`src/rtl/alu_result_select_pkg.sv`:
```
// Shared encodings and default parameters for the ALU result selector.
// Channel indices follow the order of the ALU result bus.
package alu_sel_pkg;

  typedef enum logic [1:0] {
    ST_IDLE = 2'd0,
    ST_WAIT = 2'd1,
    ST_DONE = 2'd2
  } sel_state_t;

  localparam int DEF_WIDTH   = 24;
  localparam int DEF_NUM_IN  = 6;
  localparam int DEF_SEL_W   = 3;
  localparam int DEF_TIMEOUT = 15;

  localparam int SEL_AND  = 0;
  localparam int SEL_OR   = 1;
  localparam int SEL_ADD  = 2;
  localparam int SEL_LESS = 3;
  localparam int SEL_MUL  = 4;
  localparam int SEL_XOR  = 5;

endpackage

```
`src/rtl/alu_result_select_if.sv`:
```
// Request/result bundle between the ALU result producer/consumer and the selector.
// The master side drives channel data, the request and the consumer accept.
interface alu_sel_if #(
  parameter int WIDTH  = alu_sel_pkg::DEF_WIDTH,
  parameter int NUM_IN = alu_sel_pkg::DEF_NUM_IN,
  parameter int SEL_W  = alu_sel_pkg::DEF_SEL_W
) ();

  logic [NUM_IN*WIDTH-1:0] in_data;
  logic [NUM_IN-1:0]       in_valid;
  logic [SEL_W-1:0]        selector;
  logic                    start;
  logic                    busy;
  logic [WIDTH-1:0]        result;
  logic                    result_valid;
  logic                    result_ready;
  logic                    error;

  modport master (
    output in_data, in_valid, selector, start, result_ready,
    input  busy, result, result_valid, error
  );

  modport slave (
    input  in_data, in_valid, selector, start, result_ready,
    output busy, result, result_valid, error
  );

endinterface

```
`src/rtl/alu_result_select_wait_timer.sv`:
```
// Wait counter for the selector: counts cycles without a valid result and
// flags the last permitted wait cycle.
module wait_timer #(
  parameter int TIMEOUT = alu_sel_pkg::DEF_TIMEOUT
) (
  input  logic clk,
  input  logic rst,
  input  logic clr,
  input  logic en,
  output logic tc
);

  logic [7:0] cnt;

  always_ff @(posedge clk) begin
    if (rst || clr) begin
      cnt <= '0;
    end else if (en && !tc) begin
      cnt <= cnt + 8'd1;
    end
  end

  assign tc = (cnt == 8'(TIMEOUT - 1));

endmodule

```
`src/rtl/alu_result_select.sv`:
```
// Selects one ALU result channel per request, waits for its valid flag with a
// bounded timeout and holds the registered result until the consumer accepts it.
//
// state | meaning
// IDLE  | waiting for start; selector captured on start
// WAIT  | waiting for the selected channel's valid, bounded by TIMEOUT
// DONE  | result/error presented, held until result_ready
module alu_result_select
  import alu_sel_pkg::*;
#(
  parameter int WIDTH   = DEF_WIDTH,
  parameter int NUM_IN  = DEF_NUM_IN,
  parameter int SEL_W   = DEF_SEL_W,
  parameter int TIMEOUT = DEF_TIMEOUT
) (
  input logic     clk,
  input logic     rst,
  alu_sel_if.slave bus
);

  localparam logic [SEL_W:0] NUM_IN_W = (SEL_W + 1)'(NUM_IN);

  sel_state_t       state, state_nxt;
  logic [SEL_W-1:0] sel_reg;
  logic [WIDTH-1:0] result_q;
  logic             error_q;
  logic             sel_legal;
  logic             chan_valid;
  logic [WIDTH-1:0] chan_data;
  logic             tmr_tc;

  assign sel_legal = ({1'b0, bus.selector} < NUM_IN_W);

  // Only the registered channel is looked at; every other channel is ignored.
  always_comb begin
    chan_valid = 1'b0;
    chan_data  = '0;
    for (int k = 0; k < NUM_IN; k++) begin
      if (sel_reg == SEL_W'(k)) begin
        chan_valid = bus.in_valid[k];
        chan_data  = bus.in_data[k*WIDTH +: WIDTH];
      end
    end
  end

  wait_timer #(.TIMEOUT(TIMEOUT)) u_wait_timer (
    .clk (clk),
    .rst (rst),
    .clr (state != ST_WAIT),
    .en  (state == ST_WAIT && !chan_valid),
    .tc  (tmr_tc)
  );

  always_ff @(posedge clk) begin
    if (rst) begin
      state <= ST_IDLE;
    end else begin
      state <= state_nxt;
    end
  end

  always_comb begin
    state_nxt = state;
    case (state)
      ST_IDLE: if (bus.start) state_nxt = sel_legal ? ST_WAIT : ST_DONE;
      ST_WAIT: if (chan_valid || tmr_tc) state_nxt = ST_DONE;
      ST_DONE: if (bus.result_ready) state_nxt = ST_IDLE;
      default: state_nxt = ST_IDLE;
    endcase
  end

  always_comb begin
    bus.busy         = (state != ST_IDLE);
    bus.result_valid = (state == ST_DONE);
  end

  // Result/error only change on DONE entry; a valid beats a coincident timeout.
  always_ff @(posedge clk) begin
    if (rst) begin
      sel_reg  <= '0;
      result_q <= '0;
      error_q  <= 1'b0;
    end else begin
      case (state)
        ST_IDLE: begin
          if (bus.start) begin
            sel_reg <= bus.selector;
            if (!sel_legal) begin
              result_q <= '0;
              error_q  <= 1'b1;
            end
          end
        end
        ST_WAIT: begin
          if (chan_valid) begin
            result_q <= chan_data;
            error_q  <= 1'b0;
          end else if (tmr_tc) begin
            result_q <= '0;
            error_q  <= 1'b1;
          end
        end
        default: ;
      endcase
    end
  end

  assign bus.result = result_q;
  assign bus.error  = error_q;

endmodule

```
`src/flat_wrapper.sv`:
```
// flat-port wrapper written by rule: the top's interface ports become plain ports
module alu_result_select_flat import alu_sel_pkg::*;
#(
  parameter int WIDTH   = DEF_WIDTH,
  parameter int NUM_IN  = DEF_NUM_IN,
  parameter int SEL_W   = DEF_SEL_W,
  parameter int TIMEOUT = DEF_TIMEOUT
)
  (clk, rst, bus_in_data, bus_in_valid, bus_selector, bus_start, bus_result_ready, bus_busy, bus_result, bus_result_valid, bus_error);
  alu_sel_if #(.WIDTH(WIDTH), .NUM_IN(NUM_IN), .SEL_W(SEL_W)) bus_i ();
  input logic clk;
  input logic rst;
  input wire logic [$bits(bus_i.in_data)-1:0] bus_in_data;
  input wire logic [$bits(bus_i.in_valid)-1:0] bus_in_valid;
  input wire logic [$bits(bus_i.selector)-1:0] bus_selector;
  input wire logic [$bits(bus_i.start)-1:0] bus_start;
  input wire logic [$bits(bus_i.result_ready)-1:0] bus_result_ready;
  output wire logic [$bits(bus_i.busy)-1:0] bus_busy;
  output wire logic [$bits(bus_i.result)-1:0] bus_result;
  output wire logic [$bits(bus_i.result_valid)-1:0] bus_result_valid;
  output wire logic [$bits(bus_i.error)-1:0] bus_error;
  assign bus_i.in_data = bus_in_data;
  assign bus_i.in_valid = bus_in_valid;
  assign bus_i.selector = bus_selector;
  assign bus_i.start = bus_start;
  assign bus_i.result_ready = bus_result_ready;
  assign bus_busy = bus_i.busy;
  assign bus_result = bus_i.result;
  assign bus_result_valid = bus_i.result_valid;
  assign bus_error = bus_i.error;
  alu_result_select #(.WIDTH(WIDTH), .NUM_IN(NUM_IN), .SEL_W(SEL_W), .TIMEOUT(TIMEOUT)) u_core (.clk(clk), .rst(rst), .bus(bus_i));
endmodule
```
`config.mk`:
```
export PLATFORM = sky130hd
export DESIGN_NAME = alu_result_select_flat
export DESIGN_NICKNAME = d
export VERILOG_FILES = /design/src/rtl/alu_result_select_pkg.sv /design/src/rtl/alu_result_select_if.sv /design/src/rtl/alu_result_select_wait_timer.sv /design/src/rtl/alu_result_select.sv /design/src/flat_wrapper.sv
export SDC_FILE = /design/constraint.sdc
export NUM_CORES = 1
export LEC_CHECK = 0
export ABC_AREA = 0
export CAP_MARGIN = 5
export CORE_AREA = 10 10 99 101
export CTS_CLUSTER_DIAMETER = 100
export CTS_CLUSTER_SIZE = 28
export DETAILED_ROUTE_END_ITERATION = 10
export DIE_AREA = 0 0 109 111
export GPL_TIMING_DRIVEN = 1
export MAX_ROUTING_LAYER = met4
export PLACE_DENSITY = 0.89
export SLEW_MARGIN = 20
export SYNTH_ARGS = -nofsm -noshare
export SYNTH_HDL_FRONTEND = slang
export SYNTH_HIERARCHICAL = 1
export SYNTH_SLANG_ARGS = --single-unit
```
`constraint.sdc`:
```
create_clock -name clk -period 2.5 [get_ports clk]
set_input_delay 0.25 -clock clk [delete_from_list [all_inputs] [get_ports clk]]
set_output_delay 0.25 -clock clk [all_outputs]
set_load 0.03 [all_outputs]
```
==> metrics, run 1 <==
Seq pwr share 0.337; RR Startpoint u_core/sel_reg[1]$_SDFFE_PP0P_; delay-heaviest family, CP simple AND/OR/NAND/NOR gates; Syn Std Cell Area ~3000 um^2; Worst-path clk slew ~0.080 ns; number of global-route vias before repair around 3.6k; CP max FO 17; worst hold stages 2; max_cap viols 0; max reg flops 24; post-route cell area 4970 um^2; CTS max path bufs 2; crit path DAT between 2 and 2.5 ns; Crit. End Element flop; FP Rows 33; worst vdd ir ~0.19 mV; cts-stage hold buffer count 0; hold_sp rst; H-tree levels 2; chip width 109 um; # IOs 184; Final #Nets just under 700; Mapped Cells 346; unrepaired setup endpoints after global routing false; Yosys top cell by area dfxtp_1; Yosys reg bits 38; Psw 0.628 mW; dpl hpwl 9910 um; core box area between 7000 and 8000 um^2; Worst setup SP type flop; Critical Path Max Stage Delay 0.52 ns; Final setup viols 0; Vias between 3k and 4k; share of the synthesized area in the top cell type 0.259; top cells by count, synth dfxtp_1 (38), inv_1 (31), nor2_1 (30); period utilization 0.907; Wirelength per Cell around 20 um; largest family of logic cells by synthesized area compound AO/OA/AOI/OAI gates; endpoints failing hold 0; R2R cell count 8; initial antenna violation count 1; library cells used by synthesis 50; LEAKAGE between 1.5 and 2 nW; hold slack around 0.40 ns; Least-Margin Pin Slew just over 0.7 ns; vias per cell approximately 5.5; Starting DRT DRC Count between 150 and 200; Layout fillers approximately 650; Mean Syn Cell Area between 8 and 9 um^2; Clock Power Share 0.230; status finished, final reports clean; CP Cell Sequence buf_4 -> and4b_1 -> nor3_4 -> nand2_1 -> nor2_1 -> nand4_2 -> or4_1 -> a21oi_1; drt total wl roughly 13,000 um; combinational fraction of design power 0.433; most numerous cell in the Yosys netlist dfxtp_1; Synth Area in Compound Gates 0.393; Top FF cell, synth dfxtp_1; EDFF count, synth 0; Switching Share 0.323; Port Buffer Count approximately 180; synthesis-to-layout area growth 69.4%; final worst path period need roughly 2.3 ns; syn_nets roughly 510; HP Class in2reg; flip-flop and latch area about 760 um^2; worst-skew pair later-pin latency approximately 0.29 ns; Antenna Nets Post-Route 0; setup TNS 0 ns; Post-Synth XOR/XNOR Area 0; ys async rst share 0; CP startpoint u_core/sel_reg[1]$_SDFFE_PP0P_; first-pass GRT wire length 18,900 um; largest net degree at the start of global routing 52; slew margin rel. 0.515; remaining global-route overflow 0; Pre-antenna DRT Iters 6; Ys Warns 6; Post-Place Cell Area about 4900 um^2; GPL Wtd Cong roughly 0.89; clk_skew around 0.0054 ns; TritonCTS buffer count 5; Worst path depth 8; Initial Util 0.369; fraction of layout cells with a size suffix above 1 0.125; CP max-delay cell or4_1; clk root buf clkbuf_8; clk sinks 38; Setup Buffers After CTS 0; Remaining DRCs 0; Req. time, crit path 2.72 ns; Die Y 111 um; gr usage total 0.201; simple-gate area share of the yosys netlist 0.201; Crit Path Class reg2reg; Seq/Total Area, Yosys 0.259; adder-cell share of the synthesized area 0.00852; Pint approximately 1.3 mW; PD cells 390 nW/um^2; CTS tree built; Worst Path Buf+Inv 1; post-synthesis mux area share 0.0435; fmax 441 MHz; top post-synthesis cells by area dfxtp_1 (26%), o32ai_2 (11%), o2111ai_1 (6.0%), o31a_1 (6.0%), nand2b_1 (4.5%); final slew viol count 0; Multi-input gate area between 1500 and 2000 um^2; Die Area around 12,000 um^2
layer usage:
layer / wire length [um] / global-route usage / vias up
met4: 268 / 0.0510 / 0
li1: - / - / 1662
met5: 0 / - / -
met3: 1110 / 0.0698 / 14
met2: 6440 / 0.331 / 151
met1: 4850 / 0.226 / 1610
cells by family (layout without fill, tap and decap cells):
kind of cell             after synthesis  count (layout)
AND/OR/NAND/NOR                      105             105
multiplexers                          12              12
adder cells (fa/ha/maj)                2               2
other                                  0               1
flip-flops                            38              38
buffers and inverters                 64             236
AO/OA/AOI/OAI                        125             126
metrics by stage:
stage                     power, mW  instances  utilization  setup slack (ns)
after floorplan                1.10        346            -             0.309
after global placement         1.47        615        0.609             0.207
after detailed placement       1.49        615        0.609             0.127
after CTS                      1.94        623        0.621             0.114
after global routing           2.03        625        0.624            0.0213
final                          1.94        625        0.624             0.232
area by class of cell:
cell class,instances,share of cell area
antenna,1,0.000503
clock buffer,6,0.0166
clock inverter,2,0.00252
inverter,31,0.0234
multi-input combinational,245,0.386
sequential,38,0.153
tap,105,0.0264
timing repair buffer,197,0.391
worst paths after layout:
path                                        endpoint  slack (ns)
min                     u_core/state[0]$_SDFFE_PP0P_        0.40
max          u_core/u_wait_timer/cnt[7]$_SDFFE_PP0P_        0.23
max reg2reg  u_core/u_wait_timer/cnt[7]$_SDFFE_PP0P_        0.23
min reg2reg        u_core/bus.result[0]$_SDFFE_PP0P_        0.48
what timing repair did:
action | in CTS | in global routing
gates resized for setup | 0 | 2
setup endpoints to repair | 0 | 24
hold endpoints to repair | 0 | 0
power by group through the flow:
| stage | clock [mW] | combinational [mW] | sequential (mW) |
|---|---|---|---|
| 3_5_place_dp | 0 | 0.825 | 0.668 |
| 6_report | 0.447 | 0.842 | 0.654 |
| 4_1_cts | 0.456 | 0.829 | 0.653 |
| 2_1_floorplan | 0 | 0.402 | 0.701 |
| 3_3_place_gp | 0 | 0.808 | 0.666 |
| 5_1_grt | 0.479 | 0.895 | 0.658 |
layout by cell type, fill, tap and decap left out, types with 3 or more instances in the layout:
master and count:
a2bb2oi_1 4, nand2b_1 21, dfxtp_1 36, clkdlybuf4s50_1 182, nor2_1 29, o21ai_0 5, inv_1 31, o32ai_1 4
o22ai_1 20, mux2_2 6, nand2_1 13, mux2i_1 6, or3_1 21, a22oi_1 4, o31a_1 20, o2111ai_1 20
clkbuf_8 6, a21oi_1 10, buf_4 13, o22a_1 4, o32ai_2 20, or2_2 3
Note: power is estimated with default switching activity, not from simulation.
==> run 2, diff against run 1 <==
- MAX_ROUTING_LAYER: met4 -> default
==> run 2 against run 1 <==
  * Sequential share of layout area about the same
  * Via count about the same
  * Setup slack got worse by 0.0099 ns
  * First-iteration DRC count decreased by 5.7%
  * Power decreased by 0.23%
  * Combinational power about the same
  * Critical path depth unchanged
  * Critical path type unchanged
  * Largest cell class unchanged
==> metrics, run 2 (synthesis results as in run 1) <==
Setup Slack @ Placement 0.127 ns (unchanged); Crit. End Element flop (unchanged); slew margin rel. 0.524 (was 0.515); commonest cells after routing, fill and taps aside clkdlybuf4s50_1 (182), dfxtp_1 (36), inv_1 (31) (unchanged); final slew viol count 0 (unchanged); setup ws final 0.222 ns (was 0.232 ns); max reg flops 24 (unchanged); Die Y 111 um (unchanged); Wirelength per Cell 20.3 um (about the same); Layout fillers 650 (was 649); Crit Path Class reg2reg (unchanged); Tot Pwr 1.94 mW (about the same); first-pass GRT wire length 19,000 um (was 18,900 um); Multi-input gate area 1920 um^2 (unchanged); initial antenna violation count 1 (unchanged); CTS tree built (unchanged); PD cells 390 nW/um^2 (about the same); status finished, final reports clean (unchanged); H-tree levels 2 (unchanged); Starting DRT DRC Count 164 (was 174); LEAKAGE 1.70 nW (about the same); max_cap viols 0 (unchanged); Worst Path Buf+Inv 1 (unchanged); unrepaired setup endpoints after global routing false (unchanged); setup TNS 0 ns (unchanged); fmax 439 MHz (was 441 MHz); # IOs 184 (unchanged); remaining global-route overflow 0 (unchanged); gr usage total 0.196 (was 0.201); Pre-antenna DRT Iters 4 (was 6); flip-flop and latch area 763 um^2 (unchanged); Final setup viols 0 (unchanged); Initial Util 0.369 (unchanged); clk sinks 38 (unchanged); Worst-path clk slew 0.08 ns (about the same); Remaining DRCs 0 (unchanged); commonest non-fill, non-tap cell in the layout clkdlybuf4s50_1 (unchanged); Setup Buffers After CTS 0 (unchanged); Req. time, crit path 2.72 ns (about the same); Antenna Nets Post-Route 0 (unchanged); Final #Nets 677 (unchanged); endpoints failing hold 0 (unchanged); Least-Margin Pin Slew 0.713 ns (was 0.726 ns); worst-skew pair later-pin latency 0.29 ns (about the same); crit path DAT 2.50 ns (was 2.49 ns); CP Cell Sequence buf_4 -> and4b_1 -> nor3_4 -> nand2_1 -> nor2_1 -> nand4_2 -> or4_1 -> a21oi_1 (unchanged); drt total wl 12,600 um (was 12,700 um); largest net degree at the start of global routing 52 (unchanged); TritonCTS buffer count 5 (unchanged); Critical Path Max Stage Delay 0.53 ns (was 0.52 ns); GPL Wtd Cong 0.877 (was 0.892); # diodes 0 (was 1); Worst setup SP type flop (unchanged); fraction of layout cells with a size suffix above 1 0.125 (unchanged); Die Area 12,100 um^2 (unchanged); HP Class in2reg (unchanged); CP max FO 17 (unchanged); final worst path period need 2.28 ns (was 2.27 ns); Port Buffer Count 183 (unchanged); synthesis-to-layout area growth 69.3% (was 69.4%); chip width 109 um (unchanged); number of global-route vias before repair 3,601 (was 3,613); R2R Setup Slk 0.22 ns (was 0.23 ns); clk root buf clkbuf_8 (unchanged); dpl hpwl 9910 um (unchanged); worst vdd ir 0.191 mV (was 0.192 mV); CTS max path bufs 2 (unchanged); delay-heaviest family, CP simple AND/OR/NAND/NOR gates (unchanged); Vias 3,438 (was 3,437); period utilization 0.911 (was 0.907); CP max-delay cell or4_1 (unchanged); FP Rows 33 (unchanged); core box area 7970 um^2 (unchanged); clk_skew 0.00515 ns (was 0.00538 ns); cts-stage hold buffer count 0 (unchanged); vias per cell 5.51 (was 5.50)
run 2: timing repair:
item / CTS / global route
hold endpoints to repair: 0 / 0
gates resized for setup: 0 / 2
endpoints found under the setup margin: 0 / 24
run 2: power by group:
part / switching [mW] / total [mW] / internal (mW)
clock network: 0.221 / 0.443 / 0.222
logic: 0.382 / 0.841 / 0.459
registers: 0.0199 / 0.653 / 0.634
run 2: path summary, 6_finish.rpt:
| check | from | to | cells past startpoint |
|---|---|---|---|
| hold reg to reg | u_core/bus.result[0]$_SDFFE_PP0P_ | u_core/bus.result[0]$_SDFFE_PP0P_ | 2 |
| setup reg to reg | u_core/sel_reg[1]$_SDFFE_PP0P_ | u_core/u_wait_timer/cnt[7]$_SDFFE_PP0P_ | 8 |
| hold / removal | rst | u_core/sel_reg[2]$_SDFFE_PP0P_ | 2 |
| setup / recovery | u_core/sel_reg[1]$_SDFFE_PP0P_ | u_core/u_wait_timer/cnt[7]$_SDFFE_PP0P_ | 8 |
run 2: metrics by stage:
stage / util / cell area [um^2] / hold slack, ns / std cells
floorplan: - / 2940 / 0.389 / 346
global placement: 0.609 / 4850 / 0.465 / 615
detailed placement: 0.609 / 4850 / 0.478 / 615
CTS: 0.621 / 4950 / 0.407 / 623
global route: 0.624 / 4970 / 0.398 / 624
finish: 0.624 / 4970 / 0.397 / 624
run 2: worst reg2reg max path, cell delays in order, from the launching register on:
cell and delay (ns):
dfxtp_2 0.39, buf_4 0.25, and4b_1 0.25, nor3_4 0.19, nand2_1 0.09, nor2_1 0.17, nand4_2 0.18, or4_1 0.53
a21oi_1 0.15
run 2: area by class of cell:
class                           instances  area share
Clock buffer                            6      0.0166
Clock inverter                          2     0.00252
Inverter                               31      0.0234
Multi-Input combinational cell        245       0.386
Sequential cell                        38       0.154
Timing Repair Buffer                  197       0.391
Tap cell                              105      0.0264
run 2: per-layer routing:
metal | routed length (um) | GRT usage | share of wire | vias up
met2 | 6390 | 0.332 | 0.50 | 136
met4 | 278 | 0.0510 | 0.022 | 2
met1 | 4880 | 0.219 | 0.39 | 1621
met5 | 13 | 0 | 0.0010 | -
li1 | - | - | - | 1663
met3 | 1090 | 0.0797 | 0.086 | 16
